--- src/rtl/cond_pkg.sv ---
// Package for the condition/flag stage.
// Holds the ARM cond-field encodings, NZCV bit positions and FlagW bit positions.
// Optional feature macro used by importers: COND_BYPASS_EN.
package cond_pkg;

  localparam logic [3:0] COND_EQ = 4'b0000;
  localparam logic [3:0] COND_NE = 4'b0001;
  localparam logic [3:0] COND_CS = 4'b0010;
  localparam logic [3:0] COND_CC = 4'b0011;
  localparam logic [3:0] COND_MI = 4'b0100;
  localparam logic [3:0] COND_PL = 4'b0101;
  localparam logic [3:0] COND_VS = 4'b0110;
  localparam logic [3:0] COND_VC = 4'b0111;
  localparam logic [3:0] COND_HI = 4'b1000;
  localparam logic [3:0] COND_LS = 4'b1001;
  localparam logic [3:0] COND_GE = 4'b1010;
  localparam logic [3:0] COND_LT = 4'b1011;
  localparam logic [3:0] COND_GT = 4'b1100;
  localparam logic [3:0] COND_LE = 4'b1101;
  localparam logic [3:0] COND_AL = 4'b1110;
  localparam logic [3:0] COND_NV = 4'b1111;

  // Bit positions inside the NZCV nibble
  localparam int unsigned FLAG_N = 3;
  localparam int unsigned FLAG_Z = 2;
  localparam int unsigned FLAG_C = 1;
  localparam int unsigned FLAG_V = 0;

  // Bit positions inside FlagW
  localparam int unsigned FLAGW_NZ = 1;
  localparam int unsigned FLAGW_CV = 0;

endpackage

--- src/rtl/cond_logic_if.sv ---
// Interface between the controller and the condition/flag stage.
// master: controller side (drives requests, ALU flags, cond field).
// slave : cond_logic side (drives gated enables, Flags, CondEx).
interface cond_logic_if;
  logic [3:0] Cond;
  logic [3:0] ALUFlags;
  logic [1:0] FlagW;
  logic       CondLatch;
  logic       PCS;
  logic       NextPC;
  logic       RegW;
  logic       MemW;
  logic       PCWrite;
  logic       RegWrite;
  logic       MemWrite;
  logic [3:0] Flags;
  logic       CondEx;

  modport master (
    output Cond, ALUFlags, FlagW, CondLatch, PCS, NextPC, RegW, MemW,
    input  PCWrite, RegWrite, MemWrite, Flags, CondEx
  );

  modport slave (
    input  Cond, ALUFlags, FlagW, CondLatch, PCS, NextPC, RegW, MemW,
    output PCWrite, RegWrite, MemWrite, Flags, CondEx
  );
endinterface

--- src/rtl/cond_check.sv ---
// Combinational ARM condition decoder.
// Ports: i_cond  - 4-bit cond field
//        i_nzcv  - flags {N,Z,C,V} to evaluate against
//        o_cond_ok - 1 when the instruction should execute
module cond_check
  import cond_pkg::*;
(
  input  logic [3:0] i_cond,
  input  logic [3:0] i_nzcv,
  output logic       o_cond_ok
);

  logic w_n, w_z, w_c, w_v;
  assign w_n = i_nzcv[FLAG_N];
  assign w_z = i_nzcv[FLAG_Z];
  assign w_c = i_nzcv[FLAG_C];
  assign w_v = i_nzcv[FLAG_V];

  always_comb begin
    o_cond_ok = 1'b0;
    case (i_cond)
      COND_EQ: o_cond_ok = w_z;
      COND_NE: o_cond_ok = ~w_z;
      COND_CS: o_cond_ok = w_c;
      COND_CC: o_cond_ok = ~w_c;
      COND_MI: o_cond_ok = w_n;
      COND_PL: o_cond_ok = ~w_n;
      COND_VS: o_cond_ok = w_v;
      COND_VC: o_cond_ok = ~w_v;
      COND_HI: o_cond_ok = w_c & ~w_z;
      COND_LS: o_cond_ok = ~w_c | w_z;
      COND_GE: o_cond_ok = (w_n == w_v);
      COND_LT: o_cond_ok = (w_n != w_v);
      COND_GT: o_cond_ok = ~w_z & (w_n == w_v);
      COND_LE: o_cond_ok = w_z | (w_n != w_v);
      COND_AL: o_cond_ok = 1'b1;
      default: o_cond_ok = 1'b0;  // NV never executes
    endcase
  end

endmodule

--- src/rtl/cond_logic.sv ---
// Condition/flag stage downstream of the ALU in the multicycle ARM core.
// Holds the NZCV register, latches the per-instruction condition result and gates
// the controller's PC/register/memory write enables.
// Ports: clk     - clock, rising edge
//        reset_n - asynchronous active-low reset
//        bus     - cond_logic_if.slave (Cond, ALUFlags, FlagW, CondLatch, PCS, NextPC,
//                  RegW, MemW in; PCWrite, RegWrite, MemWrite, Flags, CondEx out)
// Optional feature: COND_BYPASS_EN forwards ALUFlags being written into the condition
// evaluation (for back-to-back compare + conditional in pipelined builds).
module cond_logic
  import cond_pkg::*;
#(
  parameter logic [3:0] RESET_FLAGS = 4'b0000
) (
  input logic         clk,
  input logic         reset_n,
  cond_logic_if.slave bus
);

  logic [3:0] r_flags;
  logic       r_cond_ex;
  logic [3:0] w_flags_src;
  logic       w_cond_ok;
  logic       w_cond_eff;

`ifdef COND_BYPASS_EN
  // Forward nibbles the previous (executing) instruction is writing this cycle.
  always_comb begin
    w_flags_src = r_flags;
    if (r_cond_ex) begin
      if (bus.FlagW[FLAGW_NZ]) w_flags_src[FLAG_N:FLAG_Z] = bus.ALUFlags[FLAG_N:FLAG_Z];
      if (bus.FlagW[FLAGW_CV]) w_flags_src[FLAG_C:FLAG_V] = bus.ALUFlags[FLAG_C:FLAG_V];
    end
  end
`else
  assign w_flags_src = r_flags;
`endif

  cond_check u_cond_check (
    .i_cond    (bus.Cond),
    .i_nzcv    (w_flags_src),
    .o_cond_ok (w_cond_ok)
  );

  // Bypass on the latch cycle so the enables see the result with zero latency.
  // Qualified by reset_n so enables drop immediately while reset is held.
  assign w_cond_eff = reset_n & (bus.CondLatch ? w_cond_ok : r_cond_ex);

  always_ff @(posedge clk or negedge reset_n) begin
    if (!reset_n) begin
      r_flags   <= RESET_FLAGS;
      r_cond_ex <= 1'b0;
    end else begin
      if (bus.CondLatch) r_cond_ex <= w_cond_ok;
      if (bus.FlagW[FLAGW_NZ] && w_cond_eff) begin
        r_flags[FLAG_N:FLAG_Z] <= bus.ALUFlags[FLAG_N:FLAG_Z];
      end
      if (bus.FlagW[FLAGW_CV] && w_cond_eff) begin
        r_flags[FLAG_C:FLAG_V] <= bus.ALUFlags[FLAG_C:FLAG_V];
      end
    end
  end

  assign bus.PCWrite  = bus.NextPC | (bus.PCS & w_cond_eff);
  assign bus.RegWrite = bus.RegW & w_cond_eff;
  assign bus.MemWrite = bus.MemW & w_cond_eff;
  assign bus.Flags    = r_flags;
  assign bus.CondEx   = r_cond_ex;

endmodule

--- src/flat_wrapper.sv ---
// flat-port wrapper written by rule: the top's interface ports become plain ports
module cond_logic_flat import cond_pkg::*;
#(
  parameter logic [3:0] RESET_FLAGS = 4'b0000
)
  (clk, reset_n, bus_Cond, bus_ALUFlags, bus_FlagW, bus_CondLatch, bus_PCS, bus_NextPC, bus_RegW, bus_MemW, bus_PCWrite, bus_RegWrite, bus_MemWrite, bus_Flags, bus_CondEx);
  cond_logic_if bus_i ();
  input logic clk;
  input logic reset_n;
  input wire logic [$bits(bus_i.Cond)-1:0] bus_Cond;
  input wire logic [$bits(bus_i.ALUFlags)-1:0] bus_ALUFlags;
  input wire logic [$bits(bus_i.FlagW)-1:0] bus_FlagW;
  input wire logic [$bits(bus_i.CondLatch)-1:0] bus_CondLatch;
  input wire logic [$bits(bus_i.PCS)-1:0] bus_PCS;
  input wire logic [$bits(bus_i.NextPC)-1:0] bus_NextPC;
  input wire logic [$bits(bus_i.RegW)-1:0] bus_RegW;
  input wire logic [$bits(bus_i.MemW)-1:0] bus_MemW;
  output wire logic [$bits(bus_i.PCWrite)-1:0] bus_PCWrite;
  output wire logic [$bits(bus_i.RegWrite)-1:0] bus_RegWrite;
  output wire logic [$bits(bus_i.MemWrite)-1:0] bus_MemWrite;
  output wire logic [$bits(bus_i.Flags)-1:0] bus_Flags;
  output wire logic [$bits(bus_i.CondEx)-1:0] bus_CondEx;
  assign bus_i.Cond = bus_Cond;
  assign bus_i.ALUFlags = bus_ALUFlags;
  assign bus_i.FlagW = bus_FlagW;
  assign bus_i.CondLatch = bus_CondLatch;
  assign bus_i.PCS = bus_PCS;
  assign bus_i.NextPC = bus_NextPC;
  assign bus_i.RegW = bus_RegW;
  assign bus_i.MemW = bus_MemW;
  assign bus_PCWrite = bus_i.PCWrite;
  assign bus_RegWrite = bus_i.RegWrite;
  assign bus_MemWrite = bus_i.MemWrite;
  assign bus_Flags = bus_i.Flags;
  assign bus_CondEx = bus_i.CondEx;
  cond_logic #(.RESET_FLAGS(RESET_FLAGS)) u_core (.clk(clk), .reset_n(reset_n), .bus(bus_i));
endmodule
--- config.mk ---
export PLATFORM = sky130hd
export DESIGN_NAME = cond_logic_flat
export DESIGN_NICKNAME = d
export VERILOG_FILES = /design/src/rtl/cond_pkg.sv /design/src/rtl/cond_logic_if.sv /design/src/rtl/cond_check.sv /design/src/rtl/cond_logic.sv /design/src/flat_wrapper.sv
export SDC_FILE = /design/constraint.sdc
export NUM_CORES = 1
export LEC_CHECK = 0
export BUFFER_PORTS_ARGS = -buffer_cell sky130_fd_sc_hd__buf_4
export CAP_MARGIN = 20
export CORE_AREA = 5 5 42 44
export CTS_CLUSTER_SIZE = 40
export DETAILED_ROUTE_END_ITERATION = 10
export DIE_AREA = 0 0 47 49
export GPL_TIMING_DRIVEN = 0
export PLACE_DENSITY = 0.74
export SYNTH_ARGS = -nofsm -noshare
export SYNTH_HDL_FRONTEND = slang
export SYNTH_HIERARCHICAL = 1
export SYNTH_SLANG_ARGS = --single-unit
--- constraint.sdc ---
create_clock -name clk -period 2.2 [get_ports clk]
set_clock_uncertainty 0.15 [all_clocks]
set_input_delay 0.11 -clock clk [delete_from_list [all_inputs] [get_ports clk]]
set_output_delay 0.11 -clock clk [all_outputs]
set_load 0.1 [all_outputs]
Word-level counts from Yosys, hierarchy flattened
Index checks and enable logic that the tools add are counted.

word-level totals
  register bits = 5
  input port bits = 17
  output and inout bits = 8
  word-level logic and storage cells = 37

cells by class
  equality and inequality tests = 16
  muxes and demuxes = 2
  bitwise logic cells = 13
  reductions and logical operators = 3

operator list
  operator            count
  $eq 4x4->1 const B  7
  $eq 4x3->1 const B  4
  $pmux 1 s15         1
  $eq 4x2->1 const B  2
  $and 1x1->1         6
  $eq 4x1->1 const B  1
  $logic_not 4->1     1
  $not 1->1           4
  $or 1x1->1          3
  $logic_and 1x1->1   2
  $eq 1x1->1          1
  $mux 1              1
  $ne 1x1->1          1

Depth between registers and ports, before layout
Gate-level depths: netlist of the first run.

  depth after elaboration = 7
  mapped depth = 8
  mapped depth without buffers = 7

Hierarchy
Netlist of the first run, hierarchy kept.

by module, submodules not included
  module      instances  cells each  area an instance (µm²)  seq. area each (µm²)
  cond_logic  1          19          229.0                   125.1
  cond_check  1          28          193.9                   0.0

Worst setup path after synthesis of the first run
Ideal clock, no wire load.

  path type = register to output
  from = reg u_core.r_flags[3] (netlist: u_core/bus.Flags[3])
  to = out bus_MemWrite
  arrival time = 2.757 ns
  required time = 1.940 ns
  slack = -0.817 ns
  cell stages (with the launch flop) = 8
  buffers on the path = 0
  path through = dfrtp_1 -> xnor2_2 -> a221oi_1 -> a211o_1 -> a211o_1 -> mux2i_2 -> nor2b_1 -> and2_1

on the way
  longest elaborated chain between the ends = 6
  elaborated cells on any way between the ends = 9
  classes of those cells = 2 x eq/ne; 2 x mux; 5 x bitwise

ends and longest elaborated chain
  item                                              RTL line                            text
  start, declared                                   cond_logic.sv:20                    logic [3:0] r_flags;
  start signal, assigned by index                   cond_logic.sv:56                    r_flags[FLAG_N:FLAG_Z] <= bus.ALUFlags[FLAG_N:FLAG_Z];
  start signal, assigned by index                   cond_logic.sv:59                    r_flags[FLAG_C:FLAG_V] <= bus.ALUFlags[FLAG_C:FLAG_V];
  $ne 1x1->1 / $eq 1x1->1 (equally long branches)   n/a
  $or 1x1->1 / $and 1x1->1 (equally long branches)  cond_check.sv:35, cond_check.sv:34
  $pmux 1 s15 *                                     cond_check.sv:21                    case (i_cond)
  net u_core.w_cond_ok                              cond_logic.sv:23                    logic w_cond_ok;
  $mux 1 *                                          cond_logic.sv:47                    assign w_cond_eff = reset_n & (bus.CondLatch ? w_cond_ok : r_cond_ex);
  $and 1x1->1 *                                     cond_logic.sv:47
  $and 1x1->1 *                                     cond_logic.sv:66                    assign bus.MemWrite = bus.MemW & w_cond_eff;
  end, declared                                     flat_wrapper.sv:20                  output wire logic [$bits(bus_i.MemWrite)-1:0] bus_MemWrite;

The timed path passes the listed nets; every way through them passes the cells marked *.

Worst setup path in the final report of the first run
  from = reg u_core.r_flags[3] (netlist: u_core/bus.Flags[3])
  to = out bus_PCWrite

on the way
  longest elaborated chain between the ends = 7
  elaborated cells on any way between the ends = 10
  classes of those cells = 2 x eq/ne; 2 x mux; 6 x bitwise

ends and longest elaborated chain
  item                                              RTL line                            text
  $ne 1x1->1 / $eq 1x1->1 (equally long branches)   n/a
  $or 1x1->1 / $and 1x1->1 (equally long branches)  cond_check.sv:35, cond_check.sv:34
  $pmux 1 s15 *                                     cond_check.sv:21
  net u_core.w_cond_ok                              cond_logic.sv:23
  $mux 1 *                                          cond_logic.sv:47
  $and 1x1->1 *                                     cond_logic.sv:47
  $and 1x1->1 *                                     cond_logic.sv:64                    assign bus.PCWrite = bus.NextPC | (bus.PCS & w_cond_eff);
  $or 1x1->1 *                                      cond_logic.sv:64
  end, declared                                     flat_wrapper.sv:18                  output wire logic [$bits(bus_i.PCWrite)-1:0] bus_PCWrite;

Marks and branches as above.

==> impl_metrics.sql, run 1 <==
INSERT INTO impl_metrics (metric_group, metric, value, unit) VALUES
('route', 'postRouteAntennaNets', '0', ''),
('power', 'power_density', '1360', 'mW/mm2'),
('sta', 'timing.final.crit_period', '2500', 'ps'),
('clocking', 'cts-htree-levels', '1', ''),
('final_layout', 'num_antenna_cells', '0', ''),
('grt', 'vias_in_the_first_global_route', '522', ''),
('sta', 'final_worst_slack', '-304', 'ps'),
('route', 'finalWirelength', '1.40', 'mm'),
('critical_path', 'rrSetupSlack', '-210', 'ps'),
('floorplan', 'die_width', '47', 'um'),
('floorplan', 'rows', '14', ''),
('clocking', 'clk_slew_on_worst_s_h_paths', '50', 'ps'),
('critical_path', 'ff_to_ff_path_depth', '9', ''),
('route', 'first_pass_iters', '3', ''),
('grt', 'antenna_found_initial', '0', ''),
('place', 'post-dp-hpwl', '915', 'um'),
('critical_path', 'timing.critical_path.from', 'u_core/bus.Flags[3]', ''),
('sta', 'rsz0062_at_grt', 'yes', ''),
('synthesis', 'synthCells', '47', ''),
('grt', 'grt.overflow.total', '0', ''),
('critical_path', 'worst_path_dominant_cell_family', 'compound AO/OA/AOI/OAI gates', ''),
('critical_path', 'regToRegStartpoint', 'u_core/bus.Flags[3]', ''),
('power', 'vdd_drop_max', '0.938', 'mV'),
('final_layout', 'syn2layout_area_growth', '105', '%'),
('place', 'place.gp.congestion', '0.833', ''),
('route', 'wl_met2', '756', 'um'),
('clocking', 'tritoncts_clock_tree', 'built', ''),
('clocking', 'worst_skew_pair.late_latency', '250', 'ps'),
('synthesis', 'yosys.cell_types.count', '26', ''),
('final_layout', 'area_of_all_placed_cells_without_fillers', '867', 'um2'),
('sta', 'final_setup_tns', '-1570', 'ps'),
('sta', 'fin_hold_ws', '57.6', 'ps'),
('grt', 'grt_max_degree', '10', ''),
('route', 'met3_routed_wl', '135', 'um'),
('place', 'dpl_cell_area', '638', 'um2'),
('final_layout', 'regArea', '140', 'um2'),
('floorplan', 'die_h', '49', 'um'),
('critical_path', 'critPathCapture', 'bus_PCWrite', ''),
('sta', 'worstMarginPinSlew', '307', 'ps'),
('final_layout', 'multi_input_comb_area', '352', 'um2'),
('clocking', 'clock-root-buffer', 'clkbuf_4', ''),
('power', 'relative_contribution_of_the_clock_network_to_total_power', '9.3', '%'),
('route', 'drt-initial-drc-count', '10', ''),
('sta', 'post-route-period-util', '114', '%'),
('outcome', 'result_of_the_run', 'finished, violations left', ''),
('power', 'static-leakage-power', '0.391', 'nW'),
('final_layout', 'share_of_final_layout_standard_cells_stronger_than_drive_strength_1', '60.5', '%'),
('route', 'routed-via-count', '513', ''),
('route', 'wl_per_cell', '13.7', 'um'),
('sta', 'maxSlewHeadroom', '79.5', '%'),
('power', 'internal_power_component', '0.558', 'mW'),
('critical_path', 'worst-path-stages', '8', ''),
('synthesis', 'synth_warnings', '6', ''),
('power', 'power.switching_fraction', '52.6', '%'),
('route', 'wirelength_met1', '473', 'um'),
('route', 'drc_errors', '0', ''),
('synthesis', 'postSynthRegisterBits', '5', ''),
('synthesis', 'synth_area_per_cell', '9.00', 'um2'),
('critical_path', 'critical-path-max-stage-delay', '510', 'ps'),
('outcome', 'violations', 'setup timing', ''),
('sta', 'final-setup-viol-count', '7', ''),
('route', 'routed_vias_inst', '5.03', ''),
('critical_path', 'setup.worst_path.end_class', 'output pin', ''),
('final_layout', 'fill_cells', '128', ''),
('worst_hold_path', 'worst_hold_path_type', 'in2async', ''),
('critical_path', 'critPathSlowestCell', 'dfrtp_4', ''),
('critical_path', 'worst_ep_required_time', '1940', 'ps'),
('floorplan', 'placeableCoreArea', '0.00140', 'mm2'),
('floorplan', 'initial_utilization', '30.2', '%'),
('critical_path', 'cp_max_fo', '4', ''),
('synthesis', 'syn_nets', '64', '');
placed cells by master (no fill, tap or decap), drive strengths merged, types with 2 or more instances in the layout:
cell type,n
buf,31
mux2,5
nor2,4
and2,2
dlygate4sd3,5
a21oi,3
a211o,2
nor2b,2
nand2b,2
nor3,2
clkbuf,5
dfrtp,5
o211ai,2
nand2,4
power groups by stage:
stage | Sequential, mW | Clock [mW] | Combinational, mW
floorplan | 0.510 | 0 | 0.219
global placement | 0.221 | 0 | 0.638
detailed placement | 0.224 | 0 | 0.645
CTS | 0.217 | 0.115 | 0.804
global route | 0.225 | 0.122 | 0.891
finish | 0.218 | 0.110 | 0.851
cell families (layout without fill, tap and decap cells):
family	Yosys count	after routing	share of synthesized area, %
buffers and inverters	3	42	2.96
flip-flops	5	5	29.6
multiplexers	6	6	17.5
AO/OA/AOI/OAI	12	12	20.1
XOR/XNOR	2	2	5.92
AND/OR/NAND/NOR	19	19	24.0
timing repair:
action                                  CTS  global route
pin swaps                                 3             5
resized for setup                        11             9
endpoints found under the setup margin    7             7
hold buffers                              5             0
endpoints found under the hold margin     9             0
setup buffers                             7             2
per-stage QoR:
step / total power, mW / cells
after CTS: 1.14 / 101
after global routing: 1.24 / 102
after detailed placement: 0.869 / 85
final: 1.18 / 102
after global placement: 0.859 / 85
after floorplan: 0.729 / 47
sequential cells by signal, summed over array words and instances, names as in the netlist:
name,count
u_core/bus.CondEx,1
u_core/bus.Flags,4
synthesized netlist by cell type, drive strengths merged:
cell    count  share of area, %
dfrtp       5                30
mux2        5                14
nand2       4               3.5
nor2        4               3.5
a21oi       3               3.5
a211o       2               4.1
and2        2               3.0
nand2b      2               3.0
nor2b       2               3.0
nor3        2               2.4
o211ai      2               3.5
a21o        1               1.8
a221oi      1               2.1
a22oi       1               1.8
and3b       1               2.1
buf         1               1.2
clkbuf      1              0.89
inv         1              0.89
mux2i       1               3.3
nor3b       1               1.8
o22ai       1               1.5
o31ai       1               1.8
or2b        1               1.8
xnor2       1               3.8
xor2        1               2.1
final cells by class:
| cell class | count | share of cell area (%) |
|---|---|---|
| Tap cell | 16 | 2.31 |
| Clock buffer | 4 | 3.03 |
| Timing Repair Buffer | 35 | 36.5 |
| Inverter | 1 | 0.433 |
| Multi-Input combinational cell | 39 | 40.5 |
| Buffer | 2 | 1.01 |
| Sequential cell | 5 | 16.2 |
metal layers:
| metal | vias up | track usage, % |
|---|---|---|
| met2 | 23 | 20.8 |
| li1 | 248 | - |
| met3 | 3 | 4.06 |
| met4 | 0 | 7.83 |
| met5 | - | 0 |
| met1 | 239 | 14.0 |
worst min-delay path by stage:
stage | to | slack, ps | cells past startpoint
finish | u_core/bus.Flags[2] | 60 | 2
global placement | u_core/bus.CondEx | -230 | 1
floorplan | u_core/bus.CondEx | -340 | 0
detailed placement | u_core/bus.CondEx | -220 | 1
global route | u_core/bus.Flags[3] | 60 | 2
CTS | u_core/bus.Flags[2] | 50 | 2
Note: power is estimated with default switching activity, not from simulation.
==> run 2, diff against run 1 <==
--- a/config.mk
+++ b/config.mk
@@ -7,12 +7,14 @@
 export LEC_CHECK = 0
 export BUFFER_PORTS_ARGS = -buffer_cell sky130_fd_sc_hd__buf_4
 export CAP_MARGIN = 20
-export CORE_AREA = 5 5 42 44
+export CELL_PAD_IN_SITES_DETAIL_PLACEMENT = 0
+export CELL_PAD_IN_SITES_GLOBAL_PLACEMENT = 1
+export CORE_MARGIN = 5
+export CORE_UTILIZATION = 25
 export CTS_CLUSTER_SIZE = 40
 export DETAILED_ROUTE_END_ITERATION = 10
-export DIE_AREA = 0 0 47 49
 export GPL_TIMING_DRIVEN = 0
-export PLACE_DENSITY = 0.74
+export PLACE_DENSITY = 0.8
 export SYNTH_ARGS = -nofsm -noshare
 export SYNTH_HDL_FRONTEND = slang
 export SYNTH_HIERARCHICAL = 1
==> run 2 against run 1 <==
Effect of this change: the flow still finishes with violations (setup timing); global-route usage decreased by 1.8 points; core utilization decreased by 8.9 points; final cell count decreased by 2.0%; total power decreased by 5.3%; count of clock-buffer cells in the layout unchanged.
==> impl_metrics.sql, run 2 (synthesis results as in run 1) <==
INSERT INTO impl_metrics (metric_group, metric, value, unit) VALUES
('critical_path', 'regToRegStartpoint', 'u_core/bus.Flags[3]', ''),
('critical_path', 'worst_setup_path_start_kind', 'flop', ''),
('floorplan', 'dieArea', '0.00261', 'mm2'),
('critical_path', 'worst_ep_required_time', '1940', 'ps'),
('power', 'power_density', '1350', 'mW/mm2'),
('route', 'first_pass_iters', '3', ''),
('floorplan', 'rows', '14', ''),
('route', 'wl_per_cell', '13.3', 'um'),
('power', 'net-switching-power', '0.598', 'mW'),
('sta', 'fin_hold_ws', '64.6', 'ps'),
('critical_path', 'critical_path.n_buffers_inverters', '1', ''),
('power', 'power.combinational.fraction', '71.2', '%'),
('final_layout', 'regArea', '140', 'um2'),
('place', 'dpl_worst_slack', '-197', 'ps'),
('sta', 'post-route-period-util', '112', '%'),
('sta', 'final-setup-viol-count', '7', ''),
('final_layout', 'multi_input_comb_area', '329', 'um2'),
('flow_run', 'number_of_max_cap_violations', '0', ''),
('sta', 'hold_viol_final', '0', ''),
('clocking', 'clock_sink_count', '5', ''),
('critical_path', 'setup.worst_path.end_class', 'output pin', ''),
('outcome', 'result_of_the_run', 'finished, violations left', ''),
('route', 'drc_errors', '0', ''),
('route', 'routed-via-count', '519', ''),
('power', 'power.switching_fraction', '53.6', '%'),
('power', 'p_seq_share', '19.4', '%'),
('critical_path', 'crit_chain', 'mux2_4 -> a21oi_2 -> o211ai_1 -> a211o_1 -> mux2i_4 -> nor2b_2 -> a21o_4 -> buf_12', ''),
('clocking', 'clk_path_buf_depth', '2', ''),
('final_layout', 'num_antenna_cells', '0', ''),
('critical_path', 'critical-path-max-stage-delay', '510', 'ps'),
('grt', 'gr-usage-all-layers', '11.2', '%'),
('grt', 'vias_in_the_first_global_route', '498', ''),
('route', 'postRouteAntennaNets', '0', ''),
('final_layout', 'largest_register_ff_count', '4', ''),
('sta', 'timing.final.crit_period', '2470', 'ps'),
('critical_path', 'timing_worst_setup_path_type', 'reg2out', ''),
('power', 'relative_contribution_of_the_clock_network_to_total_power', '9.4', '%'),
('grt', 'grt_max_degree', '10', ''),
('clocking', 'cts-htree-levels', '1', ''),
('route', 'finalWirelength', '1.33', 'mm'),
('floorplan', 'die_width', '51.1', 'um'),
('route', 'drt-initial-drc-count', '7', ''),
('final_layout', 'share_of_final_layout_standard_cells_stronger_than_drive_strength_1', '59.5', '%'),
('route', 'routed_vias_inst', '5.19', ''),
('power', 'total_power', '1.12', 'mW'),
('floorplan', 'die_h', '51.1', 'um'),
('grt', 'grt_first_pass_wirelength', '2.13', 'mm'),
('worst_hold_path', 'worst_hold_path_type', 'in2async', ''),
('clocking', 'clock-root-buffer', 'clkbuf_4', ''),
('sta', 'maxSlewHeadroom', '79.8', '%'),
('outcome', 'violations', 'setup timing', ''),
('clocking', 'tritoncts_clock_tree', 'built', ''),
('sta', 'worstMarginPinSlew', '302', 'ps'),
('grt', 'antenna_found_initial', '0', ''),
('critical_path', 'cp_max_fo', '4', ''),
('critical_path', 'timing.critical_path.arrival', '2210', 'ps'),
('floorplan', 'initial_utilization', '27.1', '%'),
('floorplan', 'io-pin-count', '25', ''),
('critical_path', 'timing.critical_path.from', 'u_core/bus.Flags[3]', ''),
('clocking', 'cts-buffers-inserted', '3', ''),
('grt', 'grt.overflow.total', '0', ''),
('final_layout', 'fill_cells', '157', ''),
('final_layout', 'commonest_non_fill_non_tap_cells_in_the_layout', 'buf_4, dlygate4sd3_1, nand2_1, mux2_2, dfrtp_4', ''),
('power', 'static-leakage-power', '0.368', 'nW'),
('sta', 'rsz0062_at_grt', 'yes', ''),
('place', 'place.gp.congestion', '0.759', ''),
('sta', 'final_worst_slack', '-273', 'ps'),
('clocking', 'worst_skew_pair.late_latency', '240', 'ps'),
('place', 'placement.io_buffers', '22', ''),
('sta', 'timing_max_transition_violations_final', '0', ''),
('final_layout', 'syn2layout_area_growth', '95.3', '%'),
('final_layout', 'layout_commonest_cell', 'buf_4', ''),
('power', 'vdd_drop_max', '0.674', 'mV'),
('clocking', 'clk_slew_on_worst_s_h_paths', '40', 'ps'),
('critical_path', 'critPathSlowestCell', 'dfrtp_4', ''),
('power', 'internal_power_component', '0.518', 'mW'),
('final_layout', 'design.final.nets', '102', ''),
('floorplan', 'placeableCoreArea', '0.00156', 'mm2'),
('critical_path', 'worst_path_dominant_cell_family', 'compound AO/OA/AOI/OAI gates', ''),
('sta', 'achievable-frequency', '0.404', 'GHz');
-- run 2: changes by cell type in the layout (fill, tap and decap cells not counted), sizes merged --
| cell | change |
|---|---|
| buf | -2 |
-- run 2: per-layer routing --
| metal | GRT usage [%] | up-vias | part of all wire (%) |
|---|---|---|---|
| met4 | 10.8 | 0 | 3.8 |
| met1 | 11.9 | 246 | 39 |
| met3 | 4.36 | 6 | 11 |
| met2 | 16.7 | 23 | 47 |
| met5 | 0 | - | 0 |
| li1 | - | 244 | - |
-- run 2: final timing paths --
kind                                        to  slack [ps]  depth (start not counted)
hold reg to reg            u_core/bus.Flags[1]         450                          1
setup / recovery                   bus_PCWrite        -270                          8
max in group asynchronous  u_core/bus.Flags[3]        1700                          2
min in group clk           u_core/bus.Flags[0]         150                          4
setup reg to reg           u_core/bus.Flags[2]        -150                          9
hold / removal               u_core/bus.CondEx          60                          2
-- run 2: repair_timing --
item	CTS	global route
pin swaps	3	5
endpoints found under the setup margin	7	7
setup buffers	5	1
resized for setup	13	1
endpoints found under the hold margin	9	0
hold buffers	5	0
-- run 2: final cells by class --
class / count / share of cell area [%]
Inverter: 1 / 0.455
Buffer: 2 / 1.06
Timing Repair Buffer: 33 / 36.1
Sequential cell: 5 / 17.0
Multi-Input combinational cell: 39 / 39.8
Tap cell: 16 / 2.42
Clock buffer: 4 / 3.18
-- run 2: per-stage QoR --
stage	utilization (%)	std cells	area, um2	TNS [ps]
final	53.0	100	826	-1330
after global routing	53.0	100	826	-2080
after CTS	52.2	99	815	-994
after detailed placement	40.9	85	638	-849
after global placement	40.9	85	638	-855
after floorplan	-	47	453	-825
-- run 2: power groups by stage --
stage	Sequential, mW	Clock [mW]	Combinational, mW
after global placement	0.225	0	0.639
after global routing	0.226	0.117	0.822
after floorplan	0.510	0	0.219
after CTS	0.216	0.112	0.778
after detailed placement	0.225	0	0.642
final	0.216	0.105	0.795
-- run 2: worst reg2reg max path, delay by kind of cell (launching register included) --
| kind | cells | cell delay, ps |
|---|---|---|
| buffers and inverters | 2 | 270 |
| multiplexers | 2 | 430 |
| AO/OA/AOI/OAI | 3 | 590 |
| XOR/XNOR | 1 | 160 |
| AND/OR/NAND/NOR | 1 | 130 |
| flip-flops | 1 | 510 |
